==> config.mk <==
export PLATFORM = sky130hd
export DESIGN_NAME = fifo_wr_arbiter_flat
export DESIGN_NICKNAME = d
export VERILOG_FILES = /design/src/rtl/fifo_wr_arbiter_if.sv /design/src/rtl/fifo_wr_arbiter.sv /design/src/flat_wrapper.sv
export SDC_FILE = /design/constraint.sdc
export NUM_CORES = 1
export LEC_CHECK = 0
export ABC_AREA = 1
export CORE_MARGIN = 2
export CORE_UTILIZATION = 41
export CTS_CLUSTER_DIAMETER = 40
export CTS_CLUSTER_SIZE = 28
export DETAILED_ROUTE_END_ITERATION = 12
export GPL_TIMING_DRIVEN = 0
export PLACE_DENSITY = 0.87
export RECOVER_POWER = 50
export SYNTH_ARGS = -nofsm -noshare
export SYNTH_HDL_FRONTEND = slang
export SYNTH_SLANG_ARGS = --single-unit
==> constraint.sdc <==
create_clock -name w_clk -period 4.7 [get_ports w_clk]
set_input_delay 1.175 -clock w_clk [delete_from_list [all_inputs] [get_ports w_clk]]
set_output_delay 1.175 -clock w_clk [all_outputs]
set_load 0.05 [all_outputs]
==> src/rtl/fifo_wr_arbiter_if.sv <==
// Write-side bundle between the requesters, the round-robin arbiter and the FIFO write port.
// The arbiter connects through the slave modport; the requester/FIFO side uses master.
interface fifo_wr_arbiter_if #(
   parameter int D_SIZE = 16,
   parameter int N_REQ  = 4
);
   logic [N_REQ-1:0]        i_req_valid;
   logic [N_REQ*D_SIZE-1:0] i_req_data;
   logic [N_REQ-1:0]        o_req_ready;
   logic [N_REQ-1:0]        o_grant;
   logic                    o_w_inc;
   logic [D_SIZE-1:0]       o_w_data;
   logic                    i_full;
   logic                    o_busy;

   modport slave (
      input  i_req_valid,
      input  i_req_data,
      input  i_full,
      output o_req_ready,
      output o_grant,
      output o_w_inc,
      output o_w_data,
      output o_busy
   );

   modport master (
      output i_req_valid,
      output i_req_data,
      output i_full,
      input  o_req_ready,
      input  o_grant,
      input  o_w_inc,
      input  o_w_data,
      input  o_busy
   );
endinterface

==> src/rtl/fifo_wr_arbiter.sv <==
// Round-robin arbiter sharing the FIFO write port among N_REQ requesters, with the grant
// held for at most MAX_BURST words (or until the holder goes idle) before rotating.

module fifo_wr_arbiter_chk #(
   parameter int D_SIZE = 16,
   parameter int N_REQ  = 4
) (
   input logic              clk,
   input logic              rst,
   input logic [N_REQ-1:0]  req_ready,
   input logic [N_REQ-1:0]  grant,
   input logic              w_inc,
   input logic [D_SIZE-1:0] w_data,
   input logic              full,
   input logic              busy
);
   ready_onehot: assert property (@(posedge clk) disable iff (rst) $onehot0(req_ready));
   grant_onehot: assert property (@(posedge clk) disable iff (rst) $onehot0(grant));
   inc_is_ready: assert property (@(posedge clk) disable iff (rst) w_inc == (|req_ready));
   busy_is_grant: assert property (@(posedge clk) disable iff (rst) busy == (|grant));
   no_write_full: assert property (@(posedge clk) disable iff (rst) full |-> !w_inc);
   idle_data_zero: assert property (@(posedge clk) disable iff (rst) !busy |-> (w_data == {D_SIZE{1'b0}}));
endmodule

module fifo_wr_arbiter #(
   parameter int D_SIZE    = 16,
   parameter int N_REQ     = 4,
   parameter int MAX_BURST = 4
) (
   input logic             w_clk,
   input logic             i_w_rst,
   fifo_wr_arbiter_if.slave arb
);
   localparam int IDX_W = $clog2(N_REQ);
   localparam int CNT_W = $clog2(MAX_BURST + 1);
   localparam logic [CNT_W-1:0] BURST_LAST = CNT_W'(MAX_BURST - 1);
   localparam logic [IDX_W-1:0] IDX_LAST   = IDX_W'(N_REQ - 1);

   typedef enum logic [0:0] {
      ST_IDLE  = 1'b0,
      ST_GRANT = 1'b1
   } state_t;

   function automatic logic [IDX_W-1:0] idx_inc(input logic [IDX_W-1:0] idx);
      logic [IDX_W-1:0] nxt;
      nxt = (idx == IDX_LAST) ? {IDX_W{1'b0}} : IDX_W'(idx + IDX_W'(1));
      return nxt;
   endfunction

   // First valid index searching start, start+1, ... modulo N_REQ; MSB flags a winner.
   function automatic logic [IDX_W:0] rr_pick(input logic [N_REQ-1:0] valid,
                                              input logic [IDX_W-1:0] start);
      logic             found;
      logic [IDX_W-1:0] win;
      logic [IDX_W-1:0] idx;
      found = 1'b0;
      win   = start;
      idx   = start;
      for (int i = 0; i < N_REQ; i++) begin
         win   = (!found && valid[idx]) ? idx : win;
         found = found | valid[idx];
         idx   = idx_inc(idx);
      end
      return {found, win};
   endfunction

   function automatic logic [N_REQ-1:0] to_onehot(input logic [IDX_W-1:0] idx);
      return {{(N_REQ-1){1'b0}}, 1'b1} << idx;
   endfunction

   state_t            state_r, state_s;
   logic [N_REQ-1:0]  grant_r, grant_s;
   logic [IDX_W-1:0]  gidx_r, gidx_s;
   logic [CNT_W-1:0]  cnt_r, cnt_s;
   logic [IDX_W-1:0]  rr_r, rr_s;

   logic              valid_g_s;
   logic [D_SIZE-1:0] data_g_s;
   logic              xfer_s;
   logic              release_s;
   logic [IDX_W-1:0]  start_s;
   logic [IDX_W:0]    pick_s;

   // Granted requester's view, write strobe, release condition and arbitration winner.
   always_comb begin
      valid_g_s = arb.i_req_valid[gidx_r];
      data_g_s  = arb.i_req_data[int'(gidx_r)*D_SIZE +: D_SIZE];
      xfer_s    = (state_r == ST_GRANT) && valid_g_s && !arb.i_full;
      release_s = (state_r == ST_GRANT) &&
                  ((xfer_s && (cnt_r == BURST_LAST)) || !valid_g_s);
      // After a release the search starts past the old holder, so it re-wins only when alone.
      start_s   = (state_r == ST_GRANT) ? idx_inc(gidx_r) : rr_r;
      pick_s    = rr_pick(arb.i_req_valid, start_s);
   end

   // Next-state logic for the IDLE/GRANT controller, grant, burst count and rr pointer.
   always_comb begin
      state_s = state_r;
      grant_s = grant_r;
      gidx_s  = gidx_r;
      cnt_s   = cnt_r;
      rr_s    = rr_r;
      case (state_r)
         ST_IDLE: begin
            if (pick_s[IDX_W]) begin
               state_s = ST_GRANT;
               gidx_s  = pick_s[IDX_W-1:0];
               grant_s = to_onehot(pick_s[IDX_W-1:0]);
               cnt_s   = {CNT_W{1'b0}};
            end else begin
               state_s = ST_IDLE;
            end
         end
         ST_GRANT: begin
            if (release_s) begin
               rr_s  = idx_inc(gidx_r);
               cnt_s = {CNT_W{1'b0}};
               if (pick_s[IDX_W]) begin
                  state_s = ST_GRANT;
                  gidx_s  = pick_s[IDX_W-1:0];
                  grant_s = to_onehot(pick_s[IDX_W-1:0]);
               end else begin
                  state_s = ST_IDLE;
                  grant_s = {N_REQ{1'b0}};
               end
            end else if (xfer_s) begin
               cnt_s = CNT_W'(cnt_r + CNT_W'(1));
            end else begin
               cnt_s = cnt_r;
            end
         end
         default: begin
            state_s = ST_IDLE;
            grant_s = {N_REQ{1'b0}};
            cnt_s   = {CNT_W{1'b0}};
         end
      endcase
   end

   // Controller state register with asynchronous reset.
   always_ff @(posedge w_clk or posedge i_w_rst) begin
      if (i_w_rst) begin
         state_r <= ST_IDLE;
         grant_r <= {N_REQ{1'b0}};
         gidx_r  <= {IDX_W{1'b0}};
         cnt_r   <= {CNT_W{1'b0}};
         rr_r    <= {IDX_W{1'b0}};
      end else begin
         state_r <= state_s;
         grant_r <= grant_s;
         gidx_r  <= gidx_s;
         cnt_r   <= cnt_s;
         rr_r    <= rr_s;
      end
   end

   assign arb.o_grant     = grant_r;
   assign arb.o_busy      = (state_r == ST_GRANT);
   assign arb.o_w_inc     = xfer_s;
   assign arb.o_req_ready = grant_r & {N_REQ{xfer_s}};
   assign arb.o_w_data    = (state_r == ST_GRANT) ? data_g_s : {D_SIZE{1'b0}};

   fifo_wr_arbiter_chk #(
      .D_SIZE(D_SIZE),
      .N_REQ (N_REQ)
   ) u_chk (
      .clk      (w_clk),
      .rst      (i_w_rst),
      .req_ready(arb.o_req_ready),
      .grant    (arb.o_grant),
      .w_inc    (arb.o_w_inc),
      .w_data   (arb.o_w_data),
      .full     (arb.i_full),
      .busy     (arb.o_busy)
   );
endmodule

==> src/flat_wrapper.sv <==
// flat-port wrapper written by rule: the top's interface ports become plain ports
module fifo_wr_arbiter_flat 
#(
   parameter int D_SIZE    = 16,
   parameter int N_REQ     = 4,
   parameter int MAX_BURST = 4
)
  (w_clk, i_w_rst, arb_i_req_valid, arb_i_req_data, arb_i_full, arb_o_req_ready, arb_o_grant, arb_o_w_inc, arb_o_w_data, arb_o_busy);
  fifo_wr_arbiter_if #(.D_SIZE(D_SIZE), .N_REQ(N_REQ)) arb_i ();
  input logic w_clk;
  input logic i_w_rst;
  input wire logic [$bits(arb_i.i_req_valid)-1:0] arb_i_req_valid;
  input wire logic [$bits(arb_i.i_req_data)-1:0] arb_i_req_data;
  input wire logic [$bits(arb_i.i_full)-1:0] arb_i_full;
  output wire logic [$bits(arb_i.o_req_ready)-1:0] arb_o_req_ready;
  output wire logic [$bits(arb_i.o_grant)-1:0] arb_o_grant;
  output wire logic [$bits(arb_i.o_w_inc)-1:0] arb_o_w_inc;
  output wire logic [$bits(arb_i.o_w_data)-1:0] arb_o_w_data;
  output wire logic [$bits(arb_i.o_busy)-1:0] arb_o_busy;
  assign arb_i.i_req_valid = arb_i_req_valid;
  assign arb_i.i_req_data = arb_i_req_data;
  assign arb_i.i_full = arb_i_full;
  assign arb_o_req_ready = arb_i.o_req_ready;
  assign arb_o_grant = arb_i.o_grant;
  assign arb_o_w_inc = arb_i.o_w_inc;
  assign arb_o_w_data = arb_i.o_w_data;
  assign arb_o_busy = arb_i.o_busy;
  fifo_wr_arbiter #(.D_SIZE(D_SIZE), .N_REQ(N_REQ), .MAX_BURST(MAX_BURST)) u_core (.w_clk(w_clk), .i_w_rst(i_w_rst), .arb(arb_i));
endmodule
Word-level counts from Yosys, hierarchy flattened

Cells that the tools add are included.

Output and inout bits: 26
Logic and storage cells: 79
Input bits: 71
Register bits: 12

Add/subtract/negate cells: 5
Bitwise logic cells: 5
Equality and inequality tests: 8
Reductions and logical operators: 16
Shifts and indexed selects: 2
Order comparisons: 5
Mux-type cells: 33

Operator list:

| operator                                              | number |
|---|---|
| variable part select 64 x 7 -> 16 bit                 | 1 |
| two-way mux 2 bit                                     | 10 |
| two-way mux 16 bit                                    | 1 |
| < comparator 2 x 3 -> 1 bit, second input constant    | 5 |
| two-way mux 4 bit                                     | 3 |
| binary-select mux 1 bit (select 2 bit)                | 5 |
| two-way mux 3 bit                                     | 3 |
| adder 2 x 1 -> 2 bit, second input constant           | 4 |
| == test 2 bit, second input constant                  | 4 |
| case mux 4 bit (2 select lines)                       | 1 |
| logical AND 1 bit                                     | 7 |
| two-way mux 1 bit                                     | 7 |
| case mux 3 bit (2 select lines)                       | 1 |
| AND reduction 2 bit                                   | 3 |
| logical NOT 1 bit                                     | 5 |
| bitwise AND 4 bit                                     | 1 |
| case mux 2 bit (2 select lines)                       | 1 |
| left shift 1 x 2 -> 4 bit, first input constant       | 1 |
| adder 3 x 1 -> 3 bit, second input constant           | 1 |
| == test 3 x 2 -> 1 bit, second input constant         | 1 |
| inequality test 3 bit, second input constant          | 1 |
| bitwise OR 1 bit                                      | 3 |
| inequality test 2 x 1 -> 1 bit, second input constant | 1 |
| inequality test 2 bit, second input constant          | 1 |
| 3 further kinds                                       | 3 |

Logic depth before layout (Yosys ltp)

Gate-level depths: netlist of the first run.

Word-level depth: 17
Mapped depth: 18
Gate-level depth less buffers: 17

Worst setup path before layout of the first run

Ideal clock, no wire load.

Kind: input -> output
From: input port arb_i_req_valid[0]
To: output port arb_o_req_ready[0]
Slack: 1239 ps
Arrival time: 2286 ps
Path buffers: 0
Stages on the path: 6
Required time: 3525 ps
Path through: inv_1 o21ai_0 nand2_1 nor2_2 nand2_2 nor2_1

Cells in the longest elaborated chain, start to end: 5

RTL lines:

| element                                 | line                   | text |
|---|---|---|
| start: declaration                      | flat_wrapper.sv:12     | `input wire logic [$bits(arb_i.i_req_valid)-1:0] arb_i_req_valid;` |
| binary-select mux 1 bit (select 2 bit)  | fifo_wr_arbiter.sv:86  | `valid_g_s = arb.i_req_valid[gidx_r];` |
| two-way mux 1 bit (implied by the code) | fifo_wr_arbiter.sv:86  |  |
| logical AND 1 bit (2 in a row)          | fifo_wr_arbiter.sv:88  | `xfer_s = (state_r == ST_GRANT) && valid_g_s && !arb.i_full;` |
| bitwise AND 4 bit                       | fifo_wr_arbiter.sv:160 | `assign arb.o_req_ready = grant_r & {N_REQ{xfer_s}};` |
| end: declaration                        | flat_wrapper.sv:15     | `output wire logic [$bits(arb_i.o_req_ready)-1:0] arb_o_req_ready;` |

Every way passes these cells. The select of a mux whose other input is x is not followed.

Final worst setup path of the first run

From: input port arb_i_req_valid[3]
To: output port arb_o_req_ready[2]

The elaborated chain is that of the path after synthesis.

==> run metrics, run 1 <==
H-tree depth=1; hold_sp=u_core.arb.o_grant[3]; First-pass DRT Iterations=4; HP Class=register to register; Routability Congestion=0.813; crit start category=input port; IO Pins=97; initial antenna violation count=0; period utilisation layout=95.6%; Util after Layout=72.1%; most used routing layer=met2; largest net degree at the start of global routing=13; Setup Total Neg Slack=0 ps; Clk Latency, worst-skew pair=240 ps; unrepaired setup endpoints after global routing=false; biggest area consumer among synthesized cells=dfrtp_1; Crit. End Element=primary output; Final setup viols=0; area of the die=4450 um2; IO buf count=96; synthesized cell area=1610 um2; sequential area share after synthesis=18.6%; nets=471; critical-path maximum fanout=7; ANT nets after route=0; R2R depth=13; Post-synth EDFFs=0; Most used DFF post-synth=dfrtp_1; fin crit period=4490 ps; post-synth cell types=23; Buf+Inv Stages, Crit Path=2; post-CTS setup buffers=0; Slowest cell on crit path=clkdlybuf4s50_1; GR Layer Usage met3=6.08%; row cnt=22; Final Hold Viols=0; hold endpoint=u_core.arb.o_grant[3]; WL per Instance=12.2 um; worst slew pin tran=540 ps; pwr/cell area=819 nW/um2; CTS Sinks=12; share of cells above drive strength 1=7.07%; Starting Density=43.4%; Critical path origin=arb_i_req_valid[3]; met2 Use GR=47.0%; DRT iter0 DRCs=118; core box area=3720 um2; Layout Cells excl Fill=444; Yosys reg bits=12; area delta synth->final=66.1%; VDD IR max=556 uV; global-route wire length before repair=8.66 mm; top cell type's share of synthesized area=18.6%; Post-DP HPWL=4.45 mm; CP Data Arrival Time=3320 ps; syn_nets=370; cell family with most CP delay=buffers and inverters; largest cells by area after synthesis=dfrtp_1 (19%), nor2_1 (17%), nand2_1 (12%); Clock Path Buffers=2; outcome=completed; clock root buffer=clkbuf_8; Largest stage delay, worst path=810 ps; Die Wd=66.7 um; Total Routing Usage GR=24.8%; CP required=3520 ps; FFs w/ async S/R, synth=100%; CP Class=input port to primary output; Post-Place Cells=440; Detailed Route WL=5.40 mm; grt ovf=0; CTS Buf Count=3; CTS tree=yes; vias per cell=5.04; via count=2238; cts hold-fix bufs=0; drt drc=0; ant diodes=0; reg-to-reg slack, setup=2350 ps; Worst R2R End=u_core.cnt_r[0]; worst rel slew slack=63.9%; CP Cell Sequence=dlygate4sd3_1 -> a21oi_1 -> o21ai_1 -> nand2_1 -> nor2_2 -> nand2_2 -> nor2_1 -> clkdlybuf4s50_1; Slew Limit Fails=0; yosys warns=0; Tot Pwr=2.19 mW; CTS clk-pin slew, worst paths=50 ps; hold depth=2; critical path depth=8; met1 Usage GRT=26.8%; fmax=223 MHz; worst r2r src=u_core.gidx_r[0]; max-cap viol count=0; vias in the first global route=2071; Post-CTS Resized=0; P_leak=1.22 nW; Post-Syn Instances=296; most frequent cell after synthesis=nor2_1; syn_area_per_cell=5.45 um2; Setup Skew=1.33 ps; Die H=66.7 um; top cells by instance count after synthesis=nor2_1 (74), nand2_1 (52), o21ai_0 (35), nand3_1 (28), inv_1 (24)
==> how the worst max path moves through the flow <==
stage	to	slack [ps]
3_3_place_gp	arb_o_w_inc	350
3_5_place_dp	arb_o_req_ready[2]	340
4_1_cts	arb_o_req_ready[2]	300
5_1_grt	arb_o_req_ready[3]	120
6_report	arb_o_req_ready[2]	210
2_1_floorplan	arb_o_req_ready[0]	1240
==> worst reg2reg max path: cells and delay by family, from the launching register on <==
family	cells	cell delay (ps)
AO/OA/AOI/OAI	1	80
AND/OR/NAND/NOR	10	1320
flip-flops	1	420
adder cells (fa/ha/maj)	1	330
buffers and inverters	1	80
==> metal layers <==
metal  share of wire [%]  vias up
li1                    -     1154
met1                  40      971
met2                  50      103
met3                 8.2       10
met4                 1.7        0
met5                   0        -
==> report_power, final <==
| group | internal (mW) | switching (mW) | leakage [nW] |
|---|---|---|---|
| Combinational | 0.628 | 1.28 | 1.04 |
| Sequential | 0.146 | 0.0295 | 0.150 |
| Clock | 0.0741 | 0.0391 | 0.0288 |
==> registers in the layout, summed over array words and instances, names as in the netlist <==
signal and flops:
u_core.arb.o_busy 1, u_core.arb.o_grant 4, u_core.cnt_r 3, u_core.gidx_r 2, u_core.rr_r 2
==> final cells by class <==
type / count / area [um2]
fillers: 325 / 1040
plain buffers: 15 / 75.1
flip-flops and latches: 12 / 300
clock buffers: 4 / 55.1
repair buffers: 96 / 961
well taps: 48 / 60.1
multi-input cells: 242 / 1130
inverters: 27 / 101
==> per-stage QoR <==
stage | instance area [um2] | setup WS [ps] | hold slack, ps
CTS | 2690 | 302 | 511
finish | 2680 | 208 | 508
detailed placement | 2630 | 336 | 499
floorplan | 1610 | 1240 | 475
global placement | 2630 | 349 | 492
global route | 2680 | 118 | 545
==> logic make-up after synthesis <==
kind of cell	count (synthesis)	synth area share, %
buffers and inverters	42	10.9
and+or+nand+nor	174	47.2
AOI/OAI and AO/OA	65	20.9
adders and majority gates	3	2.33
DFF	12	18.6
==> cells in the final DEF (no fill, tap or decap), drive strengths merged <==
cell type       n
buf            10
o21a            1
dlygate4sd3     7
and3            1
nand2          65
o21ai          40
clkbuf          9
nand3          30
ha              3
a21oi          20
o21bai          3
nor2           78
inv            27
dfrtp          12
clkdlybuf4s50  89
a22oi           1
(Power assumes the default switching activity.)
==> run 2: changes to the inputs <==
--- a/config.mk
+++ b/config.mk
@@ -11,9 +11,9 @@
 export CTS_CLUSTER_DIAMETER = 40
 export CTS_CLUSTER_SIZE = 28
 export DETAILED_ROUTE_END_ITERATION = 12
-export GPL_TIMING_DRIVEN = 0
 export PLACE_DENSITY = 0.87
 export RECOVER_POWER = 50
+export SKIP_LAST_GASP = 1
 export SYNTH_ARGS = -nofsm -noshare
 export SYNTH_HDL_FRONTEND = slang
 export SYNTH_SLANG_ARGS = --single-unit
==> run 2 against run 1 <==
Effect of this change: core utilization decreased by 1.8 points; sequential share of layout area increased by 0.28 points; clock skew increased by 1.5 ps; routed wire length decreased by 3.8%; worst setup slack improved by 46 ps.
==> run metrics, run 2 (synthesized netlist as in run 1, its figures left out) <==
outcome=completed; Slowest cell on crit path=clkdlybuf4s50_1; Clock Path Buffers=2 (unchanged); Layout Cells excl Fill=433 (-2.5%); CP Class=input port to primary output; initial antenna violation count=0 (unchanged); unrepaired setup endpoints after global routing=false; largest net degree at the start of global routing=33 (+20); sequential share of power=8.9% (+0.9 points); Util after Layout=70.3% (-1.8 points); ant diodes=0 (unchanged); Routability Congestion=0.874 (+7.5%); CTS Buf Count=3 (unchanged); post-CTS setup buffers=0 (unchanged); CP required=3520 ps (about the same); Total Routing Usage GR=24.1% (-0.79 points); Final Hold Viols=0 (unchanged); worst rel slew slack=56.4% (-7.5 points); global-route wire length before repair=8.49 mm (-1.9%); worst slew pin tran=654 ps (+114 ps); area of the die=4450 um2 (unchanged); Die Wd=66.7 um (unchanged); core box area=3720 um2 (unchanged); Tot Pwr=2.15 mW (-2.1%); clock root buffer=clkbuf_8; Post-DP HPWL=4.13 mm (-7.3%); First-pass DRT Iterations=4 (unchanged); area delta synth->final=62.1%; Setup Total Neg Slack=0 ps (unchanged); critical-path maximum fanout=7 (unchanged); nets=460 (-2.3%); Post-Place Cells=429 (-2.5%); H-tree depth=1 (unchanged); DRT iter0 DRCs=146 (+24%); fin crit period=4450 ps (-46.3 ps); vias in the first global route=2022 (-2.4%); Clk Latency, worst-skew pair=240 ps (about the same); CTS clk-pin slew, worst paths=50 ps (about the same); Detailed Route WL=5.19 mm (-3.8%); P_leak=1.21 nW (-0.85%); row cnt=22 (unchanged); max reg flops=4 (unchanged); Largest stage delay, worst path=810 ps (about the same); share of cells above drive strength 1=7.53% (+0.46 points); Area after DPL=2580 um2 (-2.1%); Post-CTS Resized=0 (unchanged); CP Data Arrival Time=3270 ps (-50 ps); CP Cell Sequence=clkdlybuf4s50_1 -> inv_1 -> o21ai_0 -> nand2_1 -> nor2_1 -> nand2_2 -> nor2_1 -> clkdlybuf4s50_1; switching fraction of total power=61.4% (+0.095 points); period utilisation layout=94.6% (-0.98 points); crit start category=input port; CTS tree=yes; Setup Skew=2.88 ps (+1.55 ps); Starting Density=43.4% (unchanged); Pint=0.828 mW (-2.3%); grt ovf=0 (unchanged); Die H=66.7 um (unchanged); ANT nets after route=0 (unchanged); WL per Instance=12.0 um (-1.4%); drt drc=0 (unchanged); Final setup viols=0 (unchanged); commonest non-fill, non-tap cell in the layout=clkdlybuf4s50_1; VDD IR max=581 uV (+4.5%); Gate power share=85.9% (-0.9 points); HP Class=register to register; CTS Sinks=12 (unchanged); pwr/cell area=822 nW/um2 (+0.34%); P_sw=1.32 mW (-1.9%); cts hold-fix bufs=0 (unchanged); clock power share=5.2% (about the same); IO buf count=96 (unchanged); Slew Limit Fails=0 (unchanged); max-cap viol count=0 (unchanged); most frequent cells in the layout=clkdlybuf4s50_1 (86), nor2_1 (76), nand2_1 (54); final instance area=2610 um2 (-2.4%); via count=2181 (-2.5%); Crit. End Element=primary output; vias per cell=5.04 (about the same); IO Pins=97 (unchanged); fmax=225 MHz (+1.0%)
run 2: cell count changes in the layout (fill, tap and decap cells not counted), sizes merged:
cell | previous run | this run
clkdlybuf4s50 | 89 | 86
clkbuf | 9 | 4
dlygate4sd3 | 7 | 6
buf | 10 | 8
run 2: stage by stage:
stage / hold slack, ps / setup slack (ps)
after floorplan: 475 / 1240
after global placement: 489 / 374
after detailed placement: 491 / 314
after CTS: 511 / 307
after global routing: 516 / 131
final: 498 / 254
run 2: cell type report:
class | instances | area (um2)
inverter | 27 | 101
sequential | 12 | 300
clock buffer | 4 | 55.1
multi-input combinational | 242 | 1120
fill | 324 | 1100
timing repair buffer | 100 | 981
tap | 48 | 60.1
run 2: worst max-delay path: cells and delay by family:
family	cells	cell delay, ps
and+or+nand+nor	4	540
buffers and inverters	3	1390
AOI/OAI and AO/OA	1	170
run 2: power groups by stage:
stage	Combinational (mW)	Clock, mW	Sequential, mW
finish	1.84	0.112	0.191
global route	2.01	0.120	0.198
CTS	1.87	0.115	0.192
detailed placement	1.87	0	0.194
global placement	1.84	0	0.193
floorplan	1.34	0	0.216
run 2: path summary, 6_finish.rpt:
| kind | slack (ps) | startpoint | cells past startpoint | to |
|---|---|---|---|---|
| setup / recovery | 250 | arb_i_req_valid[0] | 8 | arb_o_req_ready[0] |
| hold / removal | 500 | u_core.arb.o_grant[3] | 2 | u_core.arb.o_grant[3] |
| setup reg to reg | 1680 | u_core.gidx_r[0] | 13 | u_core.cnt_r[0] |
| hold reg to reg | 500 | u_core.arb.o_grant[3] | 2 | u_core.arb.o_grant[3] |
| max in group asynchronous | 3020 | i_w_rst | 2 | u_core.rr_r[0] |
| min in group asynchronous | 1370 | i_w_rst | 2 | u_core.cnt_r[2] |
run 2: layer usage:
metal | GRT usage (%) | routed length (um) | up-vias
li1 | - | - | 1131
met1 | 27.0 | 2160 | 957
met2 | 45.5 | 2550 | 89
met3 | 7.09 | 438 | 4
met4 | 3.06 | 42 | 0
met5 | 0 | 0 | -
